$ cat config.mk
export PLATFORM = sky130hd
export DESIGN_NAME = pc_gen_flat
export DESIGN_NICKNAME = d
export VERILOG_FILES = /design/src/rtl/cpu_pkg.sv /design/src/rtl/pc_gen_if.sv /design/src/rtl/pc_target_calc.sv /design/src/rtl/pc_gen.sv /design/src/flat_wrapper.sv
export SDC_FILE = /design/constraint.sdc
export NUM_CORES = 1
export LEC_CHECK = 0
export BUFFER_PORTS_ARGS = -buffer_cell sky130_fd_sc_hd__buf_2
export CORE_UTILIZATION = 54
export DETAILED_ROUTE_END_ITERATION = 12
export PLACE_DENSITY = 0.8
export SLEW_MARGIN = 20
export SYNTH_ARGS = -nofsm -noshare
export SYNTH_HDL_FRONTEND = slang
export SYNTH_HIERARCHICAL = 1
export SYNTH_SLANG_ARGS = --single-unit
$ cat constraint.sdc
create_clock -name clk -period 3.18 [get_ports clk]
set_input_delay 0.318 -clock clk [delete_from_list [all_inputs] [get_ports clk]]
set_output_delay 0.318 -clock clk [all_outputs]
set_load 0.02 [all_outputs]
$ cat src/rtl/cpu_pkg.sv
// Shared CPU front-end definitions: PC flow-select codes, PC FSM states and default vectors.
package cpu_pkg;

  localparam int unsigned SRC_W   = 3;
  localparam int unsigned IMM_W   = 32;
  localparam int unsigned JADDR_W = 26;

  typedef enum logic [SRC_W-1:0] {
    PC_SEQ    = 3'b000,
    PC_BRANCH = 3'b001,
    PC_JUMP   = 3'b010,
    PC_JR     = 3'b011,
    PC_ERET   = 3'b100
  } pc_src_e;

  typedef enum logic {
    ST_RUN  = 1'b0,
    ST_SLOT = 1'b1
  } state_e;

  localparam logic [31:0] DEF_RESET_VEC = 32'h0000_0000;
  localparam logic [31:0] DEF_EXC_VEC   = 32'h0000_0080;

endpackage

$ cat src/rtl/pc_gen_if.sv
// Control-unit to PC-generator bus: flow select and targets in, PC/EPC state out.
interface pc_gen_if
  import cpu_pkg::*;
#(
  parameter int unsigned ADDR_W = 32
) ();

  logic                stall;
  logic [SRC_W-1:0]    pc_src;
  logic [IMM_W-1:0]    immediate;
  logic [JADDR_W-1:0]  addr;
  logic [ADDR_W-1:0]   reg_jump;
  logic                exc;
  logic [ADDR_W-1:0]   pc;
  logic [ADDR_W-1:0]   next_pc;
  logic [ADDR_W-1:0]   epc;
  logic                epc_bd;
  logic                ds_pending;
  logic                addr_err;

  modport master (
    output stall, pc_src, immediate, addr, reg_jump, exc,
    input  pc, next_pc, epc, epc_bd, ds_pending, addr_err
  );

  modport slave (
    input  stall, pc_src, immediate, addr, reg_jump, exc,
    output pc, next_pc, epc, epc_bd, ds_pending, addr_err
  );

endinterface

$ cat src/rtl/pc_target_calc.sv
// Combinational candidate-target generator for every PC flow, plus jr/eret misalignment detect.
module pc_target_calc
  import cpu_pkg::*;
#(
  parameter int unsigned ADDR_W = 32
) (
  input  logic [ADDR_W-1:0]  pc,
  input  logic [ADDR_W-1:0]  epc,
  input  logic [ADDR_W-1:0]  reg_jump,
  input  logic [IMM_W-1:0]   immediate,
  input  logic [JADDR_W-1:0] addr,
  input  logic [SRC_W-1:0]   pc_src,
  output logic [ADDR_W-1:0]  seq_t,
  output logic [ADDR_W-1:0]  br_t,
  output logic [ADDR_W-1:0]  jmp_t,
  output logic [ADDR_W-1:0]  jr_t,
  output logic [ADDR_W-1:0]  eret_t,
  output logic               misalign_c
);

  // Offset is formed at least as wide as the shifted immediate so the sign survives any ADDR_W.
  localparam int unsigned OFF_W = (ADDR_W > IMM_W + 2) ? ADDR_W : IMM_W + 2;

  logic [OFF_W-1:0] br_off;

  always_comb begin
    br_off     = OFF_W'($signed({immediate, 2'b00}));
    seq_t      = pc + ADDR_W'(4);
    br_t       = ADDR_W'(OFF_W'(pc) + br_off);
    jmp_t      = {pc[ADDR_W-1:28], addr, 2'b00};
    jr_t       = {reg_jump[ADDR_W-1:2], 2'b00};
    eret_t     = {epc[ADDR_W-1:2], 2'b00};
    misalign_c = 1'b0;
    case (pc_src)
      PC_JR:   misalign_c = (reg_jump[1:0] != 2'b00);
      PC_ERET: misalign_c = (epc[1:0] != 2'b00);
      default: misalign_c = 1'b0;
    endcase
  end

endmodule

$ cat src/rtl/pc_gen.sv
// Registered program-counter generator with stall hold, optional delay slot and exception entry/return.
module pc_gen
  import cpu_pkg::*;
#(
  parameter int unsigned       ADDR_W     = 32,
  parameter logic [ADDR_W-1:0] RESET_VEC  = ADDR_W'(DEF_RESET_VEC),
  parameter logic [ADDR_W-1:0] EXC_VEC    = ADDR_W'(DEF_EXC_VEC),
  parameter bit                DELAY_SLOT = 1'b0
) (
  input logic       clk,
  input logic       reset,
  pc_gen_if.slave   bus
);

  state_e            state_q;
  logic [ADDR_W-1:0] pc_q;
  logic [ADDR_W-1:0] epc_q;
  logic [ADDR_W-1:0] tgt_q;
  logic              epc_bd_q;
  logic              addr_err_q;

  logic [ADDR_W-1:0] seq_t, br_t, jmp_t, jr_t, eret_t;
  logic              misalign_c;
  logic              redirect_c;
  logic [ADDR_W-1:0] redir_tgt_c;
  logic [ADDR_W-1:0] adv_pc_c;

  pc_target_calc #(.ADDR_W(ADDR_W)) u_calc (
    .pc         (pc_q),
    .epc        (epc_q),
    .reg_jump   (bus.reg_jump),
    .immediate  (bus.immediate),
    .addr       (bus.addr),
    .pc_src     (bus.pc_src),
    .seq_t      (seq_t),
    .br_t       (br_t),
    .jmp_t      (jmp_t),
    .jr_t       (jr_t),
    .eret_t     (eret_t),
    .misalign_c (misalign_c)
  );

  // Value pc loads on an advancing edge; eret is never delayed by the slot.
  always_comb begin
    redirect_c  = 1'b0;
    redir_tgt_c = seq_t;
    adv_pc_c    = seq_t;
    case (bus.pc_src)
      PC_BRANCH: begin redirect_c = 1'b1; redir_tgt_c = br_t;  end
      PC_JUMP:   begin redirect_c = 1'b1; redir_tgt_c = jmp_t; end
      PC_JR:     begin redirect_c = 1'b1; redir_tgt_c = jr_t;  end
      default:   begin redirect_c = 1'b0; redir_tgt_c = seq_t; end
    endcase
    if (state_q == ST_SLOT)
      adv_pc_c = tgt_q;
    else if (bus.pc_src == PC_ERET)
      adv_pc_c = eret_t;
    else if (redirect_c && !DELAY_SLOT)
      adv_pc_c = redir_tgt_c;
  end

  always_ff @(posedge clk) begin
    if (reset) begin
      state_q    <= ST_RUN;
      pc_q       <= RESET_VEC;
      epc_q      <= '0;
      epc_bd_q   <= 1'b0;
      tgt_q      <= '0;
      addr_err_q <= 1'b0;
    end else if (bus.exc) begin
      state_q    <= ST_RUN;
      pc_q       <= EXC_VEC;
      epc_q      <= (state_q == ST_SLOT) ? pc_q - ADDR_W'(4) : pc_q;
      epc_bd_q   <= (state_q == ST_SLOT);
      tgt_q      <= '0;
      addr_err_q <= 1'b0;
    end else if (bus.stall) begin
      addr_err_q <= 1'b0;
    end else begin
      pc_q       <= adv_pc_c;
      addr_err_q <= (state_q == ST_RUN) && misalign_c;
      if (state_q == ST_SLOT) begin
        state_q <= ST_RUN;
      end else if (redirect_c && DELAY_SLOT) begin
        state_q <= ST_SLOT;
        tgt_q   <= redir_tgt_c;
      end
    end
  end

  assign bus.pc         = pc_q;
  assign bus.next_pc    = reset ? RESET_VEC : (bus.exc ? EXC_VEC : adv_pc_c);
  assign bus.epc        = epc_q;
  assign bus.epc_bd     = epc_bd_q;
  assign bus.ds_pending = (state_q == ST_SLOT);
  assign bus.addr_err   = addr_err_q;

endmodule

$ cat src/flat_wrapper.sv
// flat-port wrapper written by rule: the top's interface ports become plain ports
module pc_gen_flat import cpu_pkg::*;
#(
  parameter int unsigned       ADDR_W     = 32,
  parameter logic [ADDR_W-1:0] RESET_VEC  = ADDR_W'(DEF_RESET_VEC),
  parameter logic [ADDR_W-1:0] EXC_VEC    = ADDR_W'(DEF_EXC_VEC),
  parameter bit                DELAY_SLOT = 1'b0
)
  (clk, reset, bus_stall, bus_pc_src, bus_immediate, bus_addr, bus_reg_jump, bus_exc, bus_pc, bus_next_pc, bus_epc, bus_epc_bd, bus_ds_pending, bus_addr_err);
  pc_gen_if #(.ADDR_W(ADDR_W)) bus_i ();
  input logic clk;
  input logic reset;
  input wire logic [$bits(bus_i.stall)-1:0] bus_stall;
  input wire logic [$bits(bus_i.pc_src)-1:0] bus_pc_src;
  input wire logic [$bits(bus_i.immediate)-1:0] bus_immediate;
  input wire logic [$bits(bus_i.addr)-1:0] bus_addr;
  input wire logic [$bits(bus_i.reg_jump)-1:0] bus_reg_jump;
  input wire logic [$bits(bus_i.exc)-1:0] bus_exc;
  output wire logic [$bits(bus_i.pc)-1:0] bus_pc;
  output wire logic [$bits(bus_i.next_pc)-1:0] bus_next_pc;
  output wire logic [$bits(bus_i.epc)-1:0] bus_epc;
  output wire logic [$bits(bus_i.epc_bd)-1:0] bus_epc_bd;
  output wire logic [$bits(bus_i.ds_pending)-1:0] bus_ds_pending;
  output wire logic [$bits(bus_i.addr_err)-1:0] bus_addr_err;
  assign bus_i.stall = bus_stall;
  assign bus_i.pc_src = bus_pc_src;
  assign bus_i.immediate = bus_immediate;
  assign bus_i.addr = bus_addr;
  assign bus_i.reg_jump = bus_reg_jump;
  assign bus_i.exc = bus_exc;
  assign bus_pc = bus_i.pc;
  assign bus_next_pc = bus_i.next_pc;
  assign bus_epc = bus_i.epc;
  assign bus_epc_bd = bus_i.epc_bd;
  assign bus_ds_pending = bus_i.ds_pending;
  assign bus_addr_err = bus_i.addr_err;
  pc_gen #(.ADDR_W(ADDR_W), .RESET_VEC(RESET_VEC), .EXC_VEC(EXC_VEC), .DELAY_SLOT(DELAY_SLOT)) u_core (.clk(clk), .reset(reset), .bus(bus_i));
endmodule
After elaboration in Yosys (flattened, before gate mapping)
Index checks and enable logic that the tools add are counted.
Storage, ports and cells
  bits in registers: 65
Operators by class
  multiplexer cells: 9
  reduce and logical (&&, ||, !) cells: 5
  add/sub/neg operators: 2
  equal/unequal tests: 5
Operators with widths (number)
  two-way mux 32 bit: 4
  case mux 32 bit (3 select lines): 1
  adder 32 x 3 -> 32 bit, second input constant: 1
  adder 32 bit: 1
  two-way mux 8 bit: 2
  == test 3 x 2 -> 1 bit, second input constant: 2
  OR reduction 3 bit: 2
  nonzero test 2 bit: 2
  == test 3 x 1 -> 1 bit, second input constant: 1
  == test 3 bit, second input constant: 1
  inequality test 2 x 1 -> 1 bit, second input constant: 1
  case mux 1 bit (2 select lines): 1
  OR reduction 2 bit: 1
  two-way mux 1 bit: 1

Depth between registers and ports, before layout
  depth in word-level cells: 7
  gate-level depth with buffers: 13
  depth with buffers taken out: 13

By module
The synthesis kept the hierarchy.
Modules (own cells, without submodules)
  pc_gen: seq. area each 1301.2 µm², cells each 499, times used 1, area each 3915.0 µm²
  pc_target_calc: seq. area each 0.0 µm², cells each 451, times used 1, area each 3104.2 µm²

Worst setup path after synthesis
No wires, ideal clock.
  path kind: register -> output
  start point: register u_core.pc_q[24], in the netlist u_core/bus.pc[24]
  end point: output port bus_next_pc[31]
  cell stages (with the launch flop): 13
  setup slack: -0.176 ns
  arrival time: 3.038 ns
  path through: dfxtp_1 > ha_1 > buf_2 > a21oi_1 > o21ai_0 > a2111oi_0 > o21ai_0 > o21ai_0 > xnor2_1 > mux2i_1 > a211oi_1 > nor2_1 > nor3_1
Between the ends
  word-level cells in the longest chain between the ends: 6
  elaborated cells on any way between the ends: 7
  those cells by class: add/sub: 2; mux: 5
RTL lines
  start: declaration: RTL line pc_gen.sv:16  | logic [ADDR_W-1:0] pc_q;
  start signal: assignment: RTL line pc_gen.sv:80  | pc_q <= adv_pc_c;
  adder 32 bit: RTL line pc_target_calc.sv:29  | br_t = ADDR_W'(OFF_W'(pc) + br_off);
  named net u_core.br_t[31]: RTL line pc_gen.sv:22  | logic [ADDR_W-1:0] seq_t, br_t, jmp_t, jr_t, eret_t;
  case mux 32 bit (3 select lines): RTL line pc_gen.sv:48  | case (bus.pc_src)
  two-way mux 32 bit: RTL line pc_gen.sv:58  | else if (redirect_c && !DELAY_SLOT)
  two-way mux 32 bit: RTL line pc_gen.sv:56  | else if (bus.pc_src == PC_ERET)
  two-way mux 32 bit (2 in series): RTL line pc_gen.sv:92  | assign bus.next_pc = reset ? RESET_VEC : (bus.exc ? EXC_VEC : adv_pc_c);
  end: declaration: RTL line flat_wrapper.sv:20  | output wire logic [$bits(bus_i.next_pc)-1:0] bus_next_pc;
The timed path passes the listed nets, and every way through them passes these cells.

Final worst setup path
  start point: register u_core.pc_q[2], in the netlist u_core/bus.pc[2]
  end point: output port bus_next_pc[20]
The elaborated chain is that of the path after synthesis.

==> reports/qor.txt <==
Clk_skew - 0.00709 ns
Maximum vdd drop - 0.218 mV
Slew Limit Fails - 0
Antenna viol nets, final - 0
Internal - 2.01 mW
Worst EP arrival - 3.28 ns
Total gr overflow - 0
Die Area - 13500 um2
Leak pwr - 4.27 nW
Synth Instances - 950
Synthesis Warnings - 6
Vias in the first global route - 7574
Reg2Reg Capture Point - u_core/bus.pc[30]$_SDFFE_PP0N_
Routed WL - 25800 um
Initial DRC Count - 848
Area Overhead vs Synth - 32.0%
Seq cells post-synth - 65
CTS tree - done
Async set-reset flop share out of synthesis - 0%
Wire per inst - 19.6 um
Final Hold Viols - 0
Critical path startpoint category - register
Cell row count - 41
Min Tclk post-route - 3.59 ns
P per Cell Area - 322 nW/um2
Clk_lat worst skew - 0.34 ns
Max FO, Critical Path - 4
H-tree levels - 3
Gpl congestion - 0.984
Num CTS Buffers - 9
Synth cell types - 63
Clock Path Buffers - 2
Die width - 116 um
Initial antenna violation count - 0
Worst Setup Slack, final - -0.414 ns
Setup TNS - -5.77 ns
Die Y - 116 um
Worst slew margin - 30.3%
Sink Count - 65
Hold path depth - 3
HP Class - in2reg
Fraction of layout cells with a size suffix above 1 - 39.9%
Remaining DRCs - 0
Fin crit share - 113%
Critical Path RT - 2.86 ns
Unrepaired setup endpoints after global routing - yes
Top-area cell type share of the netlist area - 18.5%
Ant diodes - 0
Placement Setup Slack - -0.185 ns
Maxcap violations - 0
Combinational power share - 34.6%
Fmax - 278 MHz
Drt pass-1 iters - 6
Setup CP Type - reg2out
P_sw - 0.974 mW
Top_reg_cell synth - dfxtp_1
Worst r2r src - u_core/bus.pc[2]$_SDFFE_PP0N_
Number of flops mapped to enable cells by yosys - 0
Port-buffer cells - 191
Clock network power share - 36.4%
Initial Utilization - 55.4%
Largest net degree at the start of global routing - 46
Largest area contributor in the netlist - dfxtp_1
Slew @ Worst Pin - 1.05 ns
Largest cells by area after synthesis - dfxtp_1, buf_4, mux2i_1, nor2_1, ha_1
Mapped Area - 7020 um2
Reg clk slew, reported paths - 0.06 ns
Failing checks - negative setup slack
Commonest cells in the netlist - buf_4, nor2_1, nand2_1
Switching Fraction - 32.6%
Core area - 12700 um2
Flop pwr share - 29.0%
Status - finished, violations left
Hold endpoint - u_core/bus.pc[17]$_SDFFE_PP0N_
R2r setup slk - -0.03 ns
Vias per std cell - 6.25
Total vias in the final route - 8208
Critical Path Sink Type - output pin
# setup viols final - 23
I/O Pins - 196
Post-DP HPWL - 18100 um
Total GRT Usage - 37.3%
Root buffer cell - clkbuf_16
Register area share after synthesis - 18.5%
Filler cells - 993
Dpl cell area - 8120 um2
Fin area - 9270 um2
Layout Nets - 1264
Hold_ws - 0.381 ns
First-pass GRT wire length - 38300 um
Worst Hold Launch - bus_addr[15]
Reg2reg path depth - 16
Avg Inst Size Synth - 7.39 um2
==> power groups by stage <==
| stage | Combinational (mW) | Sequential (mW) | Clock, mW |
|---|---|---|---|
| after floorplan | 0.569 | 0.918 | 0 |
| after global placement | 0.863 | 0.880 | 0 |
| after detailed placement | 0.878 | 0.880 | 0 |
| after CTS | 0.947 | 0.864 | 1.10 |
| after global routing | 1.10 | 0.867 | 1.14 |
| final | 1.03 | 0.866 | 1.09 |
==> layout make-up <==
cell class / instances / area [um2] / area share (%)
multi-input cells: 716 / 5260 / 56.7
repair buffers: 330 / 2100 / 22.6
flip-flops and latches: 65 / 1320 / 14.2
clock buffers: 14 / 264 / 2.85
well taps: 172 / 215 / 2.32
clock inverters: 2 / 60.1 / 0.648
inverters: 14 / 52.6 / 0.567
==> sequential cells by signal (all words and copies together) (netlist names) <==
| register | count |
|---|---|
| u_core/bus.epc | 32 |
| u_core/bus.pc | 32 |
| u_core/bus.addr_err | 1 |
==> cell usage in the layout (no fill, tap or decap), types with 9 or more instances in the layout <==
master,n
buf_2,169
buf_4,152
nor2_1,94
nand2_1,82
mux2i_1,65
dfxtp_1,56
a21oi_1,45
o21ai_0,36
xnor2_1,32
nor3_1,29
o21ai_1,19
nand3_1,19
ha_1,18
o31ai_1,15
maj3_1,14
a21oi_2,13
nand4_1,13
xor2_1,13
nor3_2,12
o21bai_1,12
inv_1,11
and3_1,11
o311ai_1,10
a211oi_1,10
a311oi_1,10
ha_4,10
clkbuf_16,9
==> worst max path at each step <==
stage / startpoint / end / slack [ns] / cells past startpoint
6_report: u_core/bus.pc[2]$_SDFFE_PP0N_ / bus_next_pc[20] / -0.41 / 16
4_1_cts: u_core/bus.pc[5]$_SDFFE_PP0N_ / bus_next_pc[21] / -0.31 / 13
2_1_floorplan: u_core/bus.pc[24]$_SDFFE_PP0N_ / bus_next_pc[31] / -0.02 / 12
3_3_place_gp: bus_immediate[22] / bus_next_pc[31] / -0.12 / 14
3_5_place_dp: bus_immediate[0] / bus_next_pc[26] / -0.19 / 16
5_1_grt: u_core/bus.pc[5]$_SDFFE_PP0N_ / bus_next_pc[21] / -0.51 / 13
==> per-layer routing <==
metal  GRT usage (%)  up-vias  part of all wire (%)
li1                -     3703                     -
met1            43.6     3804                    38
met2            58.4      547                    45
met3            7.85      154                   8.4
met4            31.4        0                   9.1
met5               0        -                     0
==> critical path, stage by stage, from the launching register on <==
cell      delay, ns
dfxtp_2        0.33
ha_4           0.16
inv_2          0.05
fa_2           0.22
nor2b_4        0.05
o31a_1         0.34
o31a_1         0.35
buf_4          0.18
o21bai_4       0.17
nand2_2        0.09
buf_4          0.14
xor2_1         0.17
mux2i_1        0.10
nand2_1        0.09
o311ai_1       0.13
a21oi_1        0.20
buf_4          0.16
==> what timing repair did <==
action,CTS,global route
cloned,0,0
gates resized for setup,85,75
setup buffers,18,9
endpoints found under the setup margin,21,29
hold buffers,0,0
pin swaps,56,57
==> cell families after synthesis <==
family,after synthesis,share of synthesized area (%)
xor+xnor,48,5.99
mux,66,9.43
other cells,2,0.107
flops,65,18.5
buf+inv,175,15.5
simple gates,306,19.9
fa+ha+maj,45,7.63
compound gates,243,22.9
==> stage by stage <==
step / util [%] / instances / power, mW
after floorplan: - / 956 / 1.49
after global placement: 64.1 / 1277 / 1.74
after detailed placement: 64.1 / 1277 / 1.76
after CTS: 70.2 / 1310 / 2.91
after global routing: 73.1 / 1313 / 3.11
final: 73.1 / 1313 / 2.99
Power figures use the tool's default switching activity.
